### src/rtl/hdlc_pkg.sv
// Shared HDLC constants and receive FSM state type.
package hdlc_pkg;

  localparam logic [7:0]  HDLC_FS      = 8'h7E;
  localparam logic [7:0]  HDLC_ADDRESS = 8'h00;
  localparam logic [7:0]  HDLC_CONTROL = 8'h03;
  localparam logic [15:0] CRC_RESIDUE  = 16'hF0B8;

  localparam int unsigned REPLY_LEN_WR = 8;
  localparam int unsigned REPLY_LEN_RD = 12;

  typedef enum logic [1:0] {
    HUNT,
    SYNC,
    DATA
  } hdlc_state_e;

endpackage

### src/rtl/crc16_8.sv
// Byte-wide CRC-16/X.25 accumulator; crc_ok flags the good-frame residue.
module crc16_8
  import hdlc_pkg::*;
(
  input  logic       clk,
  input  logic       rst_n,
  input  logic [7:0] d,
  input  logic       en,
  input  logic       crc_rst,
  output logic       crc_ok
);

  logic [15:0] crc;

  function automatic logic [15:0] crc_step(input logic [15:0] c, input logic [7:0] b);
    logic [15:0] r;
    r = c;
    for (int unsigned i = 0; i < 8; i++) begin
      if (r[0] ^ b[i]) r = (r >> 1) ^ 16'h8408;
      else             r = r >> 1;
    end
    return r;
  endfunction

  always_ff @(posedge clk) begin
    if (!rst_n || crc_rst) crc <= '1;
    else if (en)           crc <= crc_step(crc, d);
  end

  assign crc_ok = (crc == CRC_RESIDUE);

endmodule

### src/rtl/hdlc_rx_packet_parser.sv
// HDLC receive path: flag hunt, zero destuffing, byte assembly, CRC check and
// IPbus reply field extraction with one-cycle status strobes.
module hdlc_rx_packet_parser
  import hdlc_pkg::*;
#(
  parameter int unsigned CNT_W     = 16,
  parameter int unsigned MAX_BYTES = 12
) (
  input  logic             clk,
  input  logic             rst_n,
  input  logic             bit_in,
  input  logic             bit_valid,
  output logic             busy,
  output logic             frame_valid,
  output logic             crc_error,
  output logic             format_error,
  output logic [31:0]      reply_header,
  output logic [31:0]      reply_data,
  output logic             reply_has_data,
  output logic [CNT_W-1:0] frame_count,
  output logic [CNT_W-1:0] crc_err_count
);

  localparam int unsigned IDX_W = $clog2(MAX_BYTES + 2);

  hdlc_state_e      state;
  logic [6:0]       raw_sr;
  logic [2:0]       ones;
  logic [2:0]       bit_cnt;
  logic [6:0]       byte_sr;
  logic [IDX_W-1:0] byte_idx;
  logic [7:0]       frame_buf [MAX_BYTES];

  logic       crc_en, crc_rst, crc_ok;
  logic [7:0] crc_d;

  logic [7:0] raw_nxt, byte_nxt;
  logic       flag_det, abort, stuffed, kept, byte_done, prefix_miss;
  logic       len_ok, hdr_ok, len_rd;

  always_comb begin
    raw_nxt     = {bit_in, raw_sr};
    byte_nxt    = {bit_in, byte_sr};
    flag_det    = bit_valid && (raw_nxt == HDLC_FS);
    abort       = bit_valid && bit_in && (ones == 3'd6);
    stuffed     = !bit_in && (ones == 3'd5);
    kept        = bit_valid && !stuffed && !flag_det && !abort && (state != HUNT);
    byte_done   = kept && (bit_cnt == 3'd7);
    // In SYNC, kept bits that still match a flag prefix (0,1,1,1,1,1,1) may be
    // another flag; the first deviation marks the start of real frame data.
    prefix_miss = (bit_cnt == 3'd0) ? bit_in : !bit_in;
    len_rd      = (byte_idx == IDX_W'(REPLY_LEN_RD));
    len_ok      = len_rd || (byte_idx == IDX_W'(REPLY_LEN_WR));
    hdr_ok      = (frame_buf[0] == HDLC_ADDRESS) && (frame_buf[1] == HDLC_CONTROL);
  end

  always_ff @(posedge clk) begin
    if (byte_done && (byte_idx < IDX_W'(MAX_BYTES))) frame_buf[byte_idx] <= byte_nxt;
  end

  always_ff @(posedge clk) begin
    if (!rst_n) begin
      state          <= HUNT;
      raw_sr         <= '0;
      ones           <= '0;
      bit_cnt        <= '0;
      byte_sr        <= '0;
      byte_idx       <= '0;
      crc_en         <= 1'b0;
      crc_rst        <= 1'b0;
      crc_d          <= '0;
      busy           <= 1'b0;
      frame_valid    <= 1'b0;
      crc_error      <= 1'b0;
      format_error   <= 1'b0;
      reply_header   <= '0;
      reply_data     <= '0;
      reply_has_data <= 1'b0;
      frame_count    <= '0;
      crc_err_count  <= '0;
    end else begin
      frame_valid  <= 1'b0;
      crc_error    <= 1'b0;
      format_error <= 1'b0;
      crc_en       <= 1'b0;
      crc_rst      <= 1'b0;

      if (bit_valid) begin
        raw_sr <= raw_nxt[7:1];
        if (!bit_in)             ones <= '0;
        else if (ones != 3'd7)   ones <= ones + 3'd1;
      end

      if (abort) begin
        if (state == DATA) format_error <= 1'b1;
        state <= HUNT;
        busy  <= 1'b0;
      end else if (flag_det) begin
        if (state == DATA) begin
          if (bit_cnt != 3'd7) begin
            format_error <= 1'b1;
          end else if (byte_idx != '0) begin
            if (!len_ok || !hdr_ok) begin
              format_error <= 1'b1;
            end else if (!crc_ok) begin
              crc_error <= 1'b1;
              if (crc_err_count != '1) crc_err_count <= crc_err_count + CNT_W'(1);
            end else begin
              frame_valid    <= 1'b1;
              reply_header   <= {frame_buf[5], frame_buf[4], frame_buf[3], frame_buf[2]};
              reply_has_data <= len_rd;
              if (len_rd) reply_data <= {frame_buf[9], frame_buf[8], frame_buf[7], frame_buf[6]};
              if (frame_count != '1) frame_count <= frame_count + CNT_W'(1);
            end
          end
        end
        state    <= SYNC;
        busy     <= 1'b0;
        bit_cnt  <= '0;
        byte_idx <= '0;
        crc_rst  <= 1'b1;
      end else if (kept) begin
        byte_sr <= byte_nxt[7:1];
        bit_cnt <= bit_cnt + 3'd1;
        if (byte_done) begin
          if (byte_idx != IDX_W'(MAX_BYTES + 1)) byte_idx <= byte_idx + IDX_W'(1);
          crc_en <= 1'b1;
          crc_d  <= byte_nxt;
        end
        if ((state == SYNC) && prefix_miss) begin
          state <= DATA;
          busy  <= 1'b1;
        end
      end
    end
  end

  crc16_8 u_crc (
    .clk     (clk),
    .rst_n   (rst_n),
    .d       (crc_d),
    .en      (crc_en),
    .crc_rst (crc_rst),
    .crc_ok  (crc_ok)
  );

endmodule

### config.mk
export PLATFORM = sky130hd
export DESIGN_NAME = hdlc_rx_packet_parser
export DESIGN_NICKNAME = d
export VERILOG_FILES = /design/src/rtl/hdlc_pkg.sv /design/src/rtl/crc16_8.sv /design/src/rtl/hdlc_rx_packet_parser.sv
export SDC_FILE = /design/constraint.sdc
export NUM_CORES = 1
export LEC_CHECK = 0
export ABC_AREA = 1
export BUFFER_PORTS_ARGS = -buffer_cell sky130_fd_sc_hd__buf_2
export CAP_MARGIN = 10
export CORE_AREA = 5 5 160 162
export CTS_BUF_LIST = sky130_fd_sc_hd__clkbuf_4
export DETAILED_ROUTE_END_ITERATION = 7
export DIE_AREA = 0 0 165 167
export GPL_TIMING_DRIVEN = 0
export PLACE_DENSITY = 0.64
export SYNTH_ARGS = -nofsm -noshare
export SYNTH_HDL_FRONTEND = slang
export SYNTH_SLANG_ARGS = --single-unit
### constraint.sdc
create_clock -name clk -period 5.6 [get_ports clk]
set_input_delay 0 -clock clk [delete_from_list [all_inputs] [get_ports clk]]
set_output_delay 0 -clock clk [all_outputs]
set_load 0.005 [all_outputs]
# Word level (Yosys, flattened, before mapping)
# Memory sizes are Yosys's and may differ from the RTL's. A register that Yosys moved wholly into a read port is not among the register bits.
# Index checks and enable logic that the tools add are counted.
[word_totals]
register_bits = 88
ramBits = 96
in_bits = 4
wordCells = 165
mem_count = 1
[memory_table]
columns = ["memory", "depth", "width", "read_ports", "rd_ports_with_merged_regs", "write_ports", "line", "source"]
rows = [
  ["frame_buf", 12, 8, 10, 8, 1, "hdlc_rx_packet_parser.sv:32", "logic [7:0] frame_buf [MAX_BYTES];"],
]
[classes]
add_sub_neg = 5
order_cmp = 1
n_eq_ne = 16
n_mux = 47
bitwise = 25
reduce_logical = 53
[ops]
columns = ["op", "n"]
rows = [
  ["$mux W16", 22],
  ["$add A16 B1 Y16 const B", 2],
  ["$ne A16 B16 Y1 const B", 2],
  ["$not A2 Y3", 8],
  ["$reduce_and A8 Y1", 3],
  ["$mux W1", 17],
  ["$eq A16 B16 Y1 const B", 1],
  ["$mux W4", 4],
  ["$logic_not A1 Y1", 15],
  ["$logic_and A1 B1 Y1", 12],
  ["$mux W3", 4],
  ["$reduce_bool A2 Y1", 5],
  ["$eq A3 B3 Y1 const B", 3],
  ["$not A1 Y1", 9],
  ["$eq A4 B4 Y1 const B", 2],
  ["$eq A8 B2 Y1 const B", 1],
  ["$eq A8 B7 Y1 const B", 1],
  ["$logic_not A8 Y1", 1],
  ["$reduce_and A2 Y1", 4],
  ["$reduce_and A4 Y1", 2],
  ["$xor A1 B1 Y1", 8],
  ["$reduce_and A7 Y1", 1],
  ["$reduce_or A7 Y1", 1],
  ["$add A3 B1 Y3 const B", 2],
  ["14 further kinds", 17],
]

# Logic depth before layout (Yosys ltp)
# Gate-level depths: netlist of the first run.
[depth]
ltp_word = 30
mapped_depth = 13
ltp_nobuf = 12

# Modules after synthesis
# A second synthesis of the first run with hierarchy kept.
[hier_totals]
hier_cells = 1222
area_unflattened_um2 = 10007.1
[by_module_without_submodules]
columns = ["mod", "instances", "cells_per_inst", "area_per_inst_um2"]
rows = [
  ["hdlc_rx_packet_parser", 1, 1054, 8956.1],
  ["crc16_8", 1, 168, 1051.0],
]

# Worst setup path before layout of the first run
# OpenSTA, ideal clock, no wires.
[synth_timing]
path_type = "flip-flop to flip-flop"
start = "register ones[0]"
end = "memory frame_buf[8][0] (enable)"
t_arrival_ns = 2.054
required_ns = 5.205
path_slack_ns = 3.151
stages_incl_launch_ff = 10
n_path_buf = 0
synth_period_minus_slack_ns = 2.449
cell_sequence = "dfxtp_1 inv_1 ha_1 nand2_1 nor2_2 inv_1 nand3_2 nor2_4 nand2_2 nor4_1"
[synth_via]
elab_chain_cells = 11
word_cells_on_any_way = 14
classes_between = "eq/ne: 2; mux: 2; reduce/logical: 10"
[synth_rtl]
columns = ["element", "line", "source"]
rows = [
  ["from (decl)", "hdlc_rx_packet_parser.sv:28", "logic [2:0] ones;"],
  ["from (signal assigned)", "hdlc_rx_packet_parser.sv:91", "else if (ones != 3'd7) ones <= ones + 3'd1;"],
  ["$eq A3 B3 Y1", "hdlc_rx_packet_parser.sv:46", "stuffed = !bit_in && (ones == 3'd5);"],
  ["$logic_and A1 B1 Y1", "hdlc_rx_packet_parser.sv:46", ""],
  ["$logic_not A1 Y1", "hdlc_rx_packet_parser.sv:47", "kept = bit_valid && !stuffed && !flag_det && !abort && (state != HUNT);"],
  ["$logic_and A1 B1 Y1 (2 in series)", "hdlc_rx_packet_parser.sv:47", ""],
  ["$logic_and A1 B1 Y1 * (2 in series)", "hdlc_rx_packet_parser.sv:47", ""],
  ["$logic_and A1 B1 Y1 *", "hdlc_rx_packet_parser.sv:48", "byte_done = kept && (bit_cnt == 3'd7);"],
  ["$logic_and A1 B1 Y1 *", "hdlc_rx_packet_parser.sv:58", "if (byte_done && (byte_idx < IDX_W'(MAX_BYTES))) frame_buf[byte_idx] <= byte_nxt;"],
  ["$mux W1 *", "hdlc_rx_packet_parser.sv:58", ""],
  ["$mux W1 (implied by the code) *", "hdlc_rx_packet_parser.sv:58", ""],
  ["to (decl)", "hdlc_rx_packet_parser.sv:32", ""],
]
# Mark *: on every way between the ends. The rest lies on a longest branch, timed or not.

# Worst setup path in the final report of the first run
[layout_timing]
start = "register ones[0]"
end = "memory frame_buf[5][0] (enable)"
# Same word-level chain as after synthesis.

==> results of run 1 <==
## synth_stat cells (2+ instances only)
library cell	number
a211oi_1	2
a21oi_1	52
and2_1	2
buf_1	2
buf_2	13
buf_4	3
buf_6	5
clkbuf_1	19
dfxtp_1	152
edfxtp_1	80
ha_1	13
inv_1	86
inv_2	7
nand2_1	217
nand2_2	2
nand3_1	74
nand3_2	3
nand3b_1	8
nand4_1	8
nor2_1	226
nor2_2	4
nor2_4	4
nor3_1	12
nor3_2	2
o211ai_1	10
o21ai_0	59
o21ai_1	3
xnor2_1	19
xor2_1	22
## worst max-delay path: cells and delay by family, from the launching register on
kind | cells | cell delay, ns
buffers and inverters | 3 | 0.39
AND/OR/NAND/NOR | 6 | 1.57
adder cells (fa/ha/maj) | 1 | 0.19
flip-flops | 1 | 0.38
## logic make-up after synthesis
group                    synth area share (%)
AND/OR/NAND/NOR                         25.09
flip-flops                              56.50
buffers and inverters                   5.972
AO/OA/AOI/OAI                           7.023
XOR/XNOR                                3.726
adder cells (fa/ha/maj)                 1.688
## final timing paths
kind | endpoint | depth (start not counted) | slack, ns | from
worst min-delay path | frame_buf[9][7] | 2 | 0.25 | bit_in
worst min register to register | reply_data[15] | 2 | 0.44 | frame_buf[7][7]
worst max-delay path | frame_buf[5][0] | 10 | 2.70 | ones[0]
worst max register to register | frame_buf[5][0] | 10 | 2.70 | ones[0]
## per-stage QoR
| step | std cells | total power [mW] | area, µm² | util (%) | setup WS [ns] |
|---|---|---|---|---|---|
| floorplan | 1118 | 1.804 | 9638 | - | 3.151 |
| global placement | 1545 | 1.821 | 10560 | 44.06 | 2.592 |
| detailed placement | 1545 | 1.821 | 10570 | 44.09 | 2.521 |
| CTS | 1659 | 3.382 | 11430 | 47.72 | 2.502 |
| global route | 1664 | 3.476 | 11470 | 47.85 | 2.441 |
| finish | 1664 | 3.335 | 11470 | 47.85 | 2.698 |
## area by class of cell
cell class,count,area share [%]
tap,324,3.535
antenna,1,0.02182
buffer,42,1.942
clock inverter,9,0.6438
sequential,232,47.49
multi-input combinational,750,31.60
clock buffer,102,6.678
inverter,94,3.077
timing repair buffer,110,5.019
## routing by layer
| layer | global-route usage (%) | wire [µm] |
|---|---|---|
| met2 | 25.89 | 10420 |
| met5 | 0 | 0 |
| met1 | 21.42 | 10490 |
| met4 | 5.461 | 415 |
| met3 | 3.262 | 1273 |
## state kept, by name, indices dropped and copies added, names as in the netlist, 3 cells and up
| name | cells |
|---|---|
| bit_cnt | 3 |
| ones | 3 |
| crc_err_count | 16 |
| reply_header | 32 |
| byte_idx | 4 |
| raw_sr | 7 |
| reply_data | 32 |
| crc_d | 8 |
| u_crc.crc | 16 |
| byte_sr | 7 |
| frame_count | 16 |
| frame_buf | 80 |
## power breakdown
group	total, mW	switching [mW]	internal [mW]
clock	1.55	0.685	0.864
sequential	1.74	0.00327	1.73
combinational	0.0489	0.0362	0.0126
==> metrics.md, run 1 <==
| Metric | Value |
|---|---|
| Root buf cell | `clkbuf_4` |
| Cell Area, Synth | `9638 µm²` |
| Storage cell area | `5445 µm²` |
| Setup Buffers After CTS | `0` |
| Status | `finished clean` |
| RSZ-0062 raised after global routing | `false` |
| Area of the die | `between 20000 and 30000 µm²` |
| 1st-pass router iterations | `5` |
| I/O pin total | `around 110` |
| Synth Register Bits | `232` |
| Most used cell along the critical path | `inv_1` |
| Largest area contributor in the netlist | `dfxtp_1` |
| Vias in the first global route | `7359` |
| Clock Path Buffers | `3` |
| Static leakage | `just under 5 nW` |
| Commonest non-fill, non-tap cell in the layout | `nor2_1` |
| Highest clock rate | `~340 MHz` |
| Final Cycle Share | `approximately half` |
| Slew @ Worst Pin | `about 1.1 ns` |
| Syn-to-layout area delta | `18.98%` |
| Fill count | `roughly 2300` |
| Setup Crit Path Kind | `reg2reg` |
| Mapped Nets | `1135` |
| Cts repair resizes | `0` |
| Fraction of registers with async set/reset | `0%` |
| Total of max-cap violations | `0` |
| Register area share after synthesis | `56.50%` |
| Relative slew slack | `a little under a quarter` |
| Overflow after GRT | `0` |
| Starting DRC count in detailed routing | `around 460` |
| Number of port buffers | `103` |
| Core area | `around 24000 µm²` |
| Cells after synthesis | `roughly 1100` |
| Syn. warnings | `0` |
| Global-route wire length before repair | `between 30000 and 40000 µm` |
| Power per standard cell area | `290.9 nW/µm²` |
| Slowest stage delay, CP | `0.88 ns` |
| Die W | `approximately 170 µm` |
| RD Place Congestion | `~0.86` |
| WL/cell | `around 14 µm` |
| Setup Skew | `roughly 0.052 ns` |
| Total track usage | `roughly 16%` |
| DRC | `0` |
| CTS Buf Count | `60` |
| Area of the multi-input gates | `about 3600 µm²` |
| Worst Path Arrival | `around 3.2 ns` |
| Drt via density | `4.662` |
| Hold Vio Cnt, Final | `0` |
| Final setup vio count | `0` |
| Hold_buf cts | `3` |
| VDD IR max | `about 0.11 mV` |
| WP data required | `between 5 and 6 ns` |
| Library cells used by synthesis | `38` |
| EDFF count, synth | `80` |
| Initial antenna violation count | `1` |
| Max Transition Viols Final | `0` |
| NumNets Final | `around 1300` |
| Crit path max fanout | `10` |
| Critical Path Start Type | `register` |
| Worst-path cell chain | `inv_1, ha_1, nand2_1, nor2_2, inv_1, nand3_2, nor2_4, nand2_2, buf_2, nor3_1` |
| Worst setup EP type | `register` |
| Largest net degree at the start of global routing | `19` |
| Mapped Avg Cell Area | `about 8.6 µm²` |
| Fin Setup TNS | `0 ns` |
| Most frequent cells in the layout | `nor2_1 (226), nand2_1 (217), dfxtp_1 (152)` |
| Hold crit path type | `in2reg` |
| Final hold slack | `0.2515 ns` |
| Share of cells above drive strength 1 | `between 10% and 20%` |
| # clock sinks | `232` |
| Post-route ant nets | `0` |
| Clk_lat worst skew | `0.71 ns` |
| Number of H-tree levels | `2` |
| Top cells by area, synth | `dfxtp_1 (32%), edfxtp_1 (25%), nor2_1 (8.8%)` |
| TritonCTS clock tree | `built` |
| Total wire length | `roughly 23000 µm` |
| Via count | `7758` |
| FP Rows | `between 50 and 60` |
| Die Y | `approximately 170 µm` |
| Top_reg_cell synth | `dfxtp_1` |
| Worst-path clk slew | `about 0.070 ns` |
| Initial Util | `between 40% and 50%` |
| Post-synth top area share | `between 30% and 40%` |
| Post-DP HPWL | `~16000 µm` |
| Slowest-stage cell, CP | `nor3_1` |
| Final Critical Period | `2.902 ns` |
(Power assumes the default switching activity.)
==> inputs of run 2 (changes only) <==
clock period = 2.8 ns   (was 5.6 ns; I/O delays follow)
==> metrics.md, run 2 (synthesis results as in run 1) <==
| Metric | Value |
|---|---|
| RSZ-0062 raised after global routing | `true` |
| Area of the die | `27560 µm² (unchanged)` |
| Max Transition Viols Final | `0 (unchanged)` |
| Vias in the first global route | `7369 (+0.14%)` |
| Initial Util | `40.22% (unchanged)` |
| Final hold slack | `0.2505 ns (-0.001001 ns)` |
| Number of H-tree levels | `2 (unchanged)` |
| Critical Path Start Type | `register` |
| Clock Path Buffers | `3 (unchanged)` |
| Die W | `165 µm (unchanged)` |
| Worst setup EP type | `register` |
| Initial antenna violation count | `1 (unchanged)` |
| VDD IR max | `0.2210 mV (+100%)` |
| # clock sinks | `232 (unchanged)` |
| Overflow after GRT | `0 (unchanged)` |
| Drt via density | `4.684 (+0.46%)` |
| Largest net degree at the start of global routing | `19 (unchanged)` |
| Via count | `7775 (+0.22%)` |
| Total track usage | `16.03% (unchanged)` |
| Placement Cell Area | `10570 µm² (unchanged)` |
| Power per standard cell area | `580.8 nW/µm² (+100%)` |
| Root buf cell | `clkbuf_4` |
| Switching Share | `21.75% (+0.024 points)` |
| Most frequent cells in the layout | `nor2_1 (226), nand2_1 (217), dfxtp_1 (152)` |
| Crit path max fanout | `10 (unchanged)` |
| Gate power share | `1.5% (about the same)` |
| CTS Buf Count | `60 (unchanged)` |
| Setup Buffers After CTS | `0 (unchanged)` |
| Worst Path Arrival | `2.96 ns (-0.25 ns)` |
| NumNets Final | `1303 (-0.31%)` |
| Core area | `23960 µm² (unchanged)` |
| Final WS setup | `0.1624 ns (-2.536 ns)` |
| Final Cycle Share | `94.20% (+42 points)` |
| Slew @ Worst Pin | `0.9629 ns (-0.1815 ns)` |
| Clock power share | `46.5% (about the same)` |
| Switch Pwr | `1.451 mW (+100%)` |
| Seq pwr share | `52.1% (about the same)` |
| Final setup vio count | `0 (unchanged)` |
| Setup Skew | `0.05989 ns (+0.008144 ns)` |
| Worst-path clk slew | `0.07 ns (about the same)` |
| Total of max-cap violations | `0 (unchanged)` |
| Setup Crit Path Kind | `reg2reg` |
| TritonCTS clock tree | `built` |
| Number of port buffers | `103 (unchanged)` |
| DRC | `0 (unchanged)` |
| Global-route wire length before repair | `36310 µm (about the same)` |
| Hold crit path type | `in2reg` |
| Commonest non-fill, non-tap cell in the layout | `nor2_1` |
| Syn-to-layout area delta | `19.19%` |
| Static leakage | `4.925 nW (about the same)` |
| Post-DP HPWL | `15780 µm (unchanged)` |
| Die Y | `167 µm (unchanged)` |
| GR Util met1 | `21.42% (unchanged)` |
| 1st-pass router iterations | `5 (unchanged)` |
| WP data required | `3.12 ns (-2.79 ns)` |
| I/O pin total | `105 (unchanged)` |
| Relative slew slack | `35.27% (+12 points)` |
| GRT met2 Usage | `25.89% (unchanged)` |
| RD Place Congestion | `0.8603 (unchanged)` |
| Max reg flops | `80 (unchanged)` |
| GR Util met3 | `3.262% (unchanged)` |
| Power Total | `6.672 mW (+100%)` |
| Clk_lat worst skew | `0.71 ns (about the same)` |
| Fin Setup TNS | `0 ns (unchanged)` |
| Highest clock rate | `379.1 MHz (+10%)` |
| Total wire length | `22650 µm (+0.23%)` |
| Grt peak-use layer | `met2` |
| Starting DRC count in detailed routing | `562 (+23%)` |
| Biggest regs | `frame_buf (80), reply_data (32), reply_header (32)` |
| Final Critical Period | `2.638 ns (-0.2644 ns)` |
| Top reg by flops | `frame_buf` |
| FP Rows | `57 (unchanged)` |
| Hold Vio Cnt, Final | `0 (unchanged)` |
| Place WS | `-0.2793 ns (-2.800 ns)` |
| Status | `finished clean` |
| Design Area, Final | `11490 µm² (+0.18%)` |
| P_int | `5.221 mW (+100%)` |
| Post-route ant nets | `0 (unchanged)` |
| Share of cells above drive strength 1 | `19.78% (+0.28 points)` |
| WL/cell | `13.64 µm (+0.47%)` |
==> run 2: power by group through the flow <==
stage | Combinational (mW) | Sequential, mW | Clock [mW]
floorplan | 0.0622 | 3.55 | 0
global placement | 0.0934 | 3.55 | 0
detailed placement | 0.0947 | 3.55 | 0
CTS | 0.0984 | 3.47 | 3.19
global route | 0.110 | 3.47 | 3.37
finish | 0.0977 | 3.47 | 3.10
==> run 2: final cells by class <==
class / count / area [µm²]
fill: 2329 / 12480
buffer: 42 / 222.7
antenna: 1 / 2.502
tap: 324 / 405.4
inverter: 94 / 352.8
sequential: 232 / 5445
timing repair buffer: 106 / 545.5
multi-input combinational: 750 / 3674
clock buffer: 102 / 765.7
clock inverter: 9 / 73.82
==> run 2: path summary, 6_finish.rpt <==
check	to	start	cells after the start	slack (ns)
min reg2reg	reply_data[15]	frame_buf[7][7]	2	0.44
min	frame_buf[9][7]	bit_in	2	0.25
max reg2reg	frame_buf[4][0]	ones[0]	10	0.16
max	frame_buf[4][0]	ones[0]	10	0.16
==> run 2: worst max-delay path: stages (launching register included) <==
cell and delay (ns):
dfxtp_1 0.38, inv_1 0.07, ha_1 0.19, nand2_1 0.07
nor2_2 0.06, inv_1 0.08, nand3_2 0.13, nor2_4 0.23
nand2_2 0.20, buf_2 0.27, nor3_2 0.59
==> run 2: timing repair <==
item / in CTS / in global routing
setup endpoints to repair: 56 / 17
hold endpoints to repair: 98 / 0
hold buffers: 3 / 0
gates resized for setup: 7 / 2
==> run 2: metrics by stage <==
stage               instances  util [%]
finish                   1660     47.94
global route             1660     47.94
CTS                      1659     47.86
detailed placement       1545     44.09
global placement         1545     44.06
floorplan                1118         -
==> run 2: layer usage <==
layer / vias to the layer above / wire length, µm
li1: 4003 / -
met1: 3531 / 10420
met2: 194 / 10470
met3: 47 / 1303
met4: 0 / 453
met5: - / 0
